<file path="config.mk">
export PLATFORM = sky130hd
export DESIGN_NAME = status_feeder
export DESIGN_NICKNAME = d
export VERILOG_FILES = /design/src/rtl/status_feeder.sv
export SDC_FILE = /design/constraint.sdc
export NUM_CORES = 1
export LEC_CHECK = 0
export BUFFER_PORTS_ARGS = -buffer_cell sky130_fd_sc_hd__buf_4
export CAP_MARGIN = 40
export CORE_MARGIN = 3
export CORE_UTILIZATION = 42
export CTS_CLUSTER_SIZE = 12
export DETAILED_ROUTE_END_ITERATION = 10
export GPL_TIMING_DRIVEN = 0
export HOLD_SLACK_MARGIN = 0.06
export PLACE_DENSITY_LB_ADDON = 0.08
export SETUP_SLACK_MARGIN = 0.4
export SLEW_MARGIN = 5
export SYNTH_ARGS = -nofsm -noshare
export SYNTH_HDL_FRONTEND = slang
export SYNTH_SLANG_ARGS = --single-unit
export TNS_END_PERCENT = 20
</file>
<file path="constraint.sdc">
create_clock -name clk -period 2 [get_ports clk]
set_input_delay 0.1 -clock clk [delete_from_list [all_inputs] [get_ports clk]]
set_output_delay 0.1 -clock clk [all_outputs]
set_load 0.01 [all_outputs]
</file>
<file path="src/rtl/status_feeder.sv">
// Serial-to-nibble feeder for status_detect: shifts in 4 bits, presents a..d, then strobes go.
// Optional even-parity check on a 5th serial bit is enabled with `define STATUS_FEEDER_PARITY_EN.
module status_feeder #(
    parameter int GO_HOLD   = 4,
    parameter int MSB_FIRST = 1,
    parameter int TIMEOUT   = 16
) (
    input  logic       clk,
    input  logic       rst_n,
    input  logic       bit_in,
    input  logic       bit_valid,
    output logic       busy,
    output logic       a,
    output logic       b,
    output logic       c,
    output logic       d,
    output logic       go,
    output logic [7:0] nib_count,
    output logic       err
);

`ifdef STATUS_FEEDER_PARITY_EN
    localparam logic [2:0] NBITS = 3'd5;
`else
    localparam logic [2:0] NBITS = 3'd4;
`endif
    localparam logic [2:0] LAST_BIT  = NBITS - 3'd1;
    localparam logic [7:0] TO_LAST   = 8'(TIMEOUT - 1);
    localparam logic [7:0] HOLD_LAST = 8'(GO_HOLD);

    typedef enum logic [1:0] {
        IDLE,
        SHIFT,
        SETUP,
        GO_ST
    } state_t;

    state_t     state;
    logic [3:0] shreg;
    logic [3:0] shreg_nxt;
    logic [2:0] bit_cnt;
    logic [7:0] timer;
    logic [7:0] hold_cnt;
    logic       accept;

    assign accept = bit_valid && !busy;

    // Both bit orders leave the nibble as {a,b,c,d} in shreg[3:0].
    always_comb begin
        shreg_nxt = shreg;
        if (MSB_FIRST != 0) shreg_nxt = {shreg[2:0], bit_in};
        else                shreg_nxt = {bit_in, shreg[3:1]};
    end

    always_ff @(posedge clk or negedge rst_n) begin
        if (!rst_n) begin
            state     <= IDLE;
            shreg     <= 4'd0;
            bit_cnt   <= 3'd0;
            timer     <= 8'd0;
            hold_cnt  <= 8'd0;
            busy      <= 1'b0;
            go        <= 1'b0;
            a         <= 1'b0;
            b         <= 1'b0;
            c         <= 1'b0;
            d         <= 1'b0;
            nib_count <= 8'd0;
`ifdef STATUS_FEEDER_PARITY_EN
            err       <= 1'b0;
`endif
        end else begin
`ifdef STATUS_FEEDER_PARITY_EN
            err <= 1'b0;
`endif
            case (state)
                IDLE: begin
                    if (accept) begin
                        shreg   <= shreg_nxt;
                        bit_cnt <= 3'd1;
                        timer   <= 8'd0;
                        state   <= SHIFT;
                    end
                end
                SHIFT: begin
                    if (accept) begin
                        timer <= 8'd0;
                        if (bit_cnt == LAST_BIT) begin
                            bit_cnt <= 3'd0;
`ifdef STATUS_FEEDER_PARITY_EN
                            // Final bit is the parity bit; shreg already holds the nibble.
                            if ((^shreg) == bit_in) begin
                                {a, b, c, d} <= shreg;
                                busy         <= 1'b1;
                                state        <= SETUP;
                            end else begin
                                err   <= 1'b1;
                                state <= IDLE;
                            end
`else
                            {a, b, c, d} <= shreg_nxt;
                            busy         <= 1'b1;
                            state        <= SETUP;
`endif
                        end else begin
                            shreg   <= shreg_nxt;
                            bit_cnt <= bit_cnt + 3'd1;
                        end
                    end else if (timer == TO_LAST) begin
                        timer   <= 8'd0;
                        bit_cnt <= 3'd0;
                        state   <= IDLE;
                    end else begin
                        timer <= timer + 8'd1;
                    end
                end
                SETUP: begin
                    go        <= 1'b1;
                    hold_cnt  <= 8'd1;
                    nib_count <= nib_count + 8'd1;
                    state     <= GO_ST;
                end
                GO_ST: begin
                    if (hold_cnt == HOLD_LAST) begin
                        go       <= 1'b0;
                        busy     <= 1'b0;
                        hold_cnt <= 8'd0;
                        state    <= IDLE;
                    end else begin
                        hold_cnt <= hold_cnt + 8'd1;
                    end
                end
                default: state <= IDLE;
            endcase
        end
    end

`ifndef STATUS_FEEDER_PARITY_EN
    assign err = 1'b0;
`endif

endmodule

</file>
After elaboration in Yosys (flattened, before gate mapping)
Cells that the tools add are included.

cells by class
  add/sub/neg operators = 4
  multipliers = 0
  div/mod/pow operators = 0
  order comparisons = 0
  equal/unequal tests = 13
  shift-type cells = 0
  mux-type cells = 26
  bitwise operators = 0
  reductions and logical operators = 13

operators with widths
  cell                                           count
  two-way mux 8 bit                              4
  one-hot mux 8 bit (2 select lines)             2
  adder 8 x 1 -> 8 bit, second input constant    3
  two-way mux 3 bit                              7
  one-hot mux 3 bit (2 select lines)             2
  AND reduction 4 bit                            3
  two-way mux 2 bit                              5
  inequality test 2 bit, second input constant   5
  == test 8 x 3 -> 1 bit, second input constant  1
  == test 8 x 4 -> 1 bit, second input constant  1
  one-hot mux 2 bit (4 select lines)             1
  inequality test 3 bit, second input constant   2
  AND reduction 3 bit                            2
  nonzero test 2 bit                             3
  == test 2 bit, second input constant           2
  one-hot mux 1 bit (2 select lines)             2
  AND reduction 2 bit                            2
  adder 3 x 1 -> 3 bit, second input constant    1
  == test 3 x 2 -> 1 bit, second input constant  1
  two-way mux 1 bit                              3
  == test 2 x 1 -> 1 bit, second input constant  1
  logical NOT 2 bit                              1
  logical AND 1 bit                              1
  logical NOT 1 bit                              1

storage, ports and cells
  register bits = 38
  latch bits = 0
  RAM bits = 0
  memory bits (read-only) = 0
  bits of input ports = 4
  output and inout port bits = 15
  word-level logic and storage cells = 68
  memories = 0

Depth between registers and ports, before layout
  depth after elaboration = 4
  depth in mapped cells = 6
  gate-level depth less buffers = 6

Worst setup path after synthesis
Ideal clock, no wire load.

  path kind = reg2reg
  start = reg busy
  end = reg timer[7]
  setup time = 77 ps
  arrival time = 1427 ps
  data required time = 1923 ps
  slack = 496 ps
  stages on the path, launching flop included = 5
  path buffers = 0
  cells stage by stage = dfrtp_1 > nand2b_4 > a21o_1 > or4_1 > a21oi_1

on the way
  longest elaborated chain between the ends = 4
  elaborated cells between the ends (all ways) = 6
  those cells by class = eq/ne: 1; mux: 2; reduce/logical: 3

RTL lines
  what                                                                              line  RTL
  from (decl)                                                                       12    output logic busy,
  from (signal assigned)                                                            62    busy <= 1'b0;
  from (signal assigned)                                                            102   busy <= 1'b1;
  from (signal assigned)                                                            126   busy <= 1'b0;
  logical NOT 1 bit (*)                                                             46    assign accept = bit_valid && !busy;
  logical AND 1 bit (*)                                                             46
  two-way mux 8 bit / inequality test 2 bit (equally long branches)                 n/a
  one-hot mux 8 bit (2 select lines) / AND reduction 2 bit (equally long branches)  n/a
  to (signal assigned)                                                              114   timer <= timer + 8'd1;
  to (decl)                                                                         42    logic [7:0] timer;

Every way passes the cells marked *; elsewhere a longest branch is shown, timed or not.
A chain may end at the register's enable or synchronous reset.

==> impl_metrics.py <==
metrics = {
    "outcome": {
        "outcome": "completed",
    },
    "global_routing": {
        "grt_first_pass_wirelength_microns": 6870,
        "grt_pass1_vias": 1506,
        "globalRoute.totalOverflow": 0,
        "gr-usage-all-layers_pct": 16.5,
        "grt_antenna_before_repair": 0,
        "pin_count_of_the_biggest_net_entering_global_routing": 39,
    },
    "pwr": {
        "power.total_w": 0.00320,
        "net_switching_power_w": 0.00109,
        "max-vdd-ir-drop_v": 0.000659,
        "seq_power_share_pct": 38.9,
        "combPwrFrac_pct": 36.4,
        "cell_leakage_power_nw": 0.996,
        "power_frac_clock_pct": 24.7,
        "cellInternalPower_w": 0.00211,
        "power.switching_fraction_pct": 34.0,
        "power_dens_cells_mw_per_mm2": 1430,
    },
    "die": {
        "placementRows": 23,
        "top_level_ports": 19,
        "die-area_sq_mm": 0.00529,
        "core_box_area_sq_mm": 0.00414,
        "fp.dieH_microns": 72.7,
        "initial_core_util_pct": 45.1,
        "dieWidth_microns": 72.7,
    },
    "setup_path": {
        "worstPathRequired_ns": 2.17,
        "cp.arrival_ns": 1.83,
        "worst-setup-path-type": "reg -> reg",
        "critPathLaunchType": "flop",
        "worst-path-max-fanout": 6,
        "cp-end-kind": "flop",
    },
    "timing": {
        "achievable_clock_frequency_ghz": 0.603,
        "grt_setup_unrepaired": "true",
        "final.setup.tns_ns": 0,
        "max-slew-margin-rel_pct": 65.8,
        "worstMarginPinSlew_ns": 0.510,
        "timing.final.hold_violations": 0,
        "minimum_clock_period_after_layout_ns": 1.66,
        "worst_hold_slack_ns": 0.170,
        "final-max-slew-violation-count": 0,
        "finalClockSkew_ns": 0.00343,
        "final.period_utilization_pct": 82.9,
        "setup_viol_count_final": 0,
    },
    "synth": {
        "synth.lib_cells_used.distinct": 48,
        "synth-simple-area-share_pct": 17.8,
        "netlist_top_cells_area": "sky130_fd_sc_hd__dfrtp_1 (51%), sky130_fd_sc_hd__mux2_2 (4.8%), sky130_fd_sc_hd__xnor2_1 (4.7%)",
        "post_synth_most_frequent_cells": "sky130_fd_sc_hd__dfrtp_1 (38), sky130_fd_sc_hd__nand2_1 (14), sky130_fd_sc_hd__o21ai_0 (13), sky130_fd_sc_hd__xnor2_1 (10)",
        "synth_edf_count": 0,
        "post_synth_inst_count": 175,
        "mappedNetlistArea_sq_mm": 0.00187,
        "synth_fa_ha_area_share_pct": 3.35,
        "top_reg_cell_synth": "sky130_fd_sc_hd__dfrtp_1",
        "muxShareOfSynthArea_pct": 5.35,
        "yosysTopAreaCellShare_pct": 50.9,
        "synthMostInstantiatedCell": "sky130_fd_sc_hd__dfrtp_1",
        "proportion_of_synthesized_flip_flops_having_asynchronous_set_or_reset_pct": 100,
        "synth.yosys.seq_area_share_pct": 50.9,
        "synth_largest_area_cell": "sky130_fd_sc_hd__dfrtp_1",
        "compound_cell_area_share_of_the_yosys_netlist_pct": 13.9,
        "syn_nets": 184,
        "syn_avg_cell_area_sq_um": 10.7,
        "synth-xor-area-share_pct": 5.15,
        "postSynthRegisterBits": 38,
        "ys_warn_count": 0,
        "combinational_family_with_the_most_area_after_synthesis": "simple AND/OR/NAND/NOR gates",
    },
    "clock_network": {
        "clkSlewWorstSetupHoldPaths_ns": 0.07,
        "clock-root-buffer": "sky130_fd_sc_hd__clkbuf_8",
        "cts-buffers-inserted": 5,
        "htree_levels": 2,
        "clock_sinks": 38,
        "cts_tree": "yes",
        "worst_skew_pair.late_latency_ns": 0.28,
        "clock_path_buffers": 2,
    },
    "placed_design": {
        "dp_cell_count": 242,
        "post-dp-hpwl_microns": 2700,
        "port_buffers": 17,
        "finalWeightedCongestion": 0.797,
    },
    "route": {
        "drcViolationCount": 0,
        "routed-via-count": 1418,
        "ant_nets": 0,
        "route.detailed.wl_per_inst_microns": 14.7,
        "post_drt_via_cell_ratio": 5.58,
        "firstDrtPassIters": 4,
        "routed_wirelength_microns": 3740,
        "detailed_router_s_first_iteration_violation_count": 52,
    },
    "flow_run": {
        "maxCapViolations": 0,
    },
    "layout": {
        "instances_no_fill": 254,
        "areaGrowthSynthToFinish_pct": 19.7,
        "fin_nets": 212,
        "area.sequential_sq_um": 951,
        "multi_input_comb_area_sq_um": 855,
        "fillers": 369,
        "final_layout_size_suffix_gt1_share_pct": 24.0,
        "finalCoreUtilization_pct": 54.0,
        "diodes": 0,
    },
    "hold_path": {
        "hold_class": "in -> reg",
    },
}
[area by class of cell]
cell class                      count  share of cell area, %
Inverter                            7                   1.29
Buffer                              5                   1.57
Multi-Input combinational cell    125                   38.2
Tap cell                           50                   2.80
Sequential cell                    38                   42.5
Clock inverter                      2                   2.68
Clock buffer                        6                   3.69
Timing Repair Buffer               21                   7.27
[placed cells by master, fill, tap and decap left out, drive strengths merged, types with 3 or more instances in the layout]
| cell type | count |
|---|---|
| ha | 5 |
| and4 | 3 |
| inv | 7 |
| dfrtp | 38 |
| clkbuf | 7 |
| o31ai | 3 |
| nor3 | 3 |
| nand4 | 5 |
| a21o | 3 |
| mux2 | 8 |
| nand3 | 9 |
| nand2 | 14 |
| o22ai | 4 |
| xnor2 | 10 |
| a21oi | 6 |
| o21ai | 13 |
| nor2b | 5 |
| nor2 | 9 |
| buf | 23 |
[logic make-up (layout without fill, tap and decap cells)]
logic type,count (synthesis),count (layout)
muxes,9,9
and+or+nand+nor,59,59
DFF,38,38
buffers and inverters,12,41
other,1,1
adders and majority gates,5,5
xor gates and xnor gates,11,11
AOI/OAI and AO/OA,40,40
[power groups by stage]
| stage | logic, W | clock network (W) | registers [W] |
|---|---|---|---|
| 5_1_grt | 0.00131 | 0.000838 | 0.00129 |
| 6_report | 0.00117 | 0.000791 | 0.00124 |
| 2_1_floorplan | 0.000732 | 0 | 0.00125 |
| 4_1_cts | 0.00118 | 0.000815 | 0.00124 |
| 3_3_place_gp | 0.00111 | 0 | 0.00124 |
| 3_5_place_dp | 0.00113 | 0 | 0.00126 |
[registers in the layout (all words and copies together) (netlist names), named ones only]
register,flops
a,1
state,1
hold_cnt,8
nib_count,8
bit_cnt,3
busy,1
timer,8
go,1
c,1
d,1
shreg,3
b,1
[critical path: stages (launching register included)]
cell                      delay, ns
sky130_fd_sc_hd__dfrtp_1       0.43
sky130_fd_sc_hd__or2b_1        0.30
sky130_fd_sc_hd__nor3_2        0.41
sky130_fd_sc_hd__mux2_2        0.40
[worst paths after layout]
| kind | endpoint | start | slack [ns] | cells past startpoint |
|---|---|---|---|---|
| min | bit_cnt[1]$_DFFE_PN0P_ | bit_valid | 0.17 | 3 |
| max in group asynchronous | shreg[2]$_DFFE_PN0P_ | rst_n | 1.35 | 2 |
| max reg2reg | a$_DFFE_PN0P_ | flop | 0.34 | 3 |
| min reg2reg | nib_count[7]$_DFFE_PN0P_ | nib_count[7]$_DFFE_PN0P_ | 0.47 | 1 |
| max | a$_DFFE_PN0P_ | flop | 0.34 | 3 |
| min in group asynchronous | timer[7]$_DFFE_PN0P_ | rst_n | 0.31 | 2 |
[metal layers]
layer | global-route usage, % | up-vias | wire length [microns]
li1 | - | 687 | -
met1 | 20.8 | 710 | 1730
met2 | 27.5 | 16 | 1840
met3 | 5.10 | 5 | 128
met4 | 4.30 | 0 | 37
met5 | 0 | - | 0
[through the flow]
step	worst slack, ns	instance area [sq um]
2_1_floorplan	0.496	1870
3_3_place_gp	0.374	2060
3_5_place_dp	0.342	2060
4_1_cts	0.335	2240
5_1_grt	0.260	2240
6_report	0.342	2240
[repair_timing]
item / CTS / global route
cloned: 0 / 0
setup buffers: 2 / 0
pin swaps: 1 / 0
endpoints found under the hold margin: 40 / 0
hold buffers: 2 / 0
setup endpoints to repair: 9 / 13
resized for setup: 0 / 1
Power figures use the tool's default switching activity.
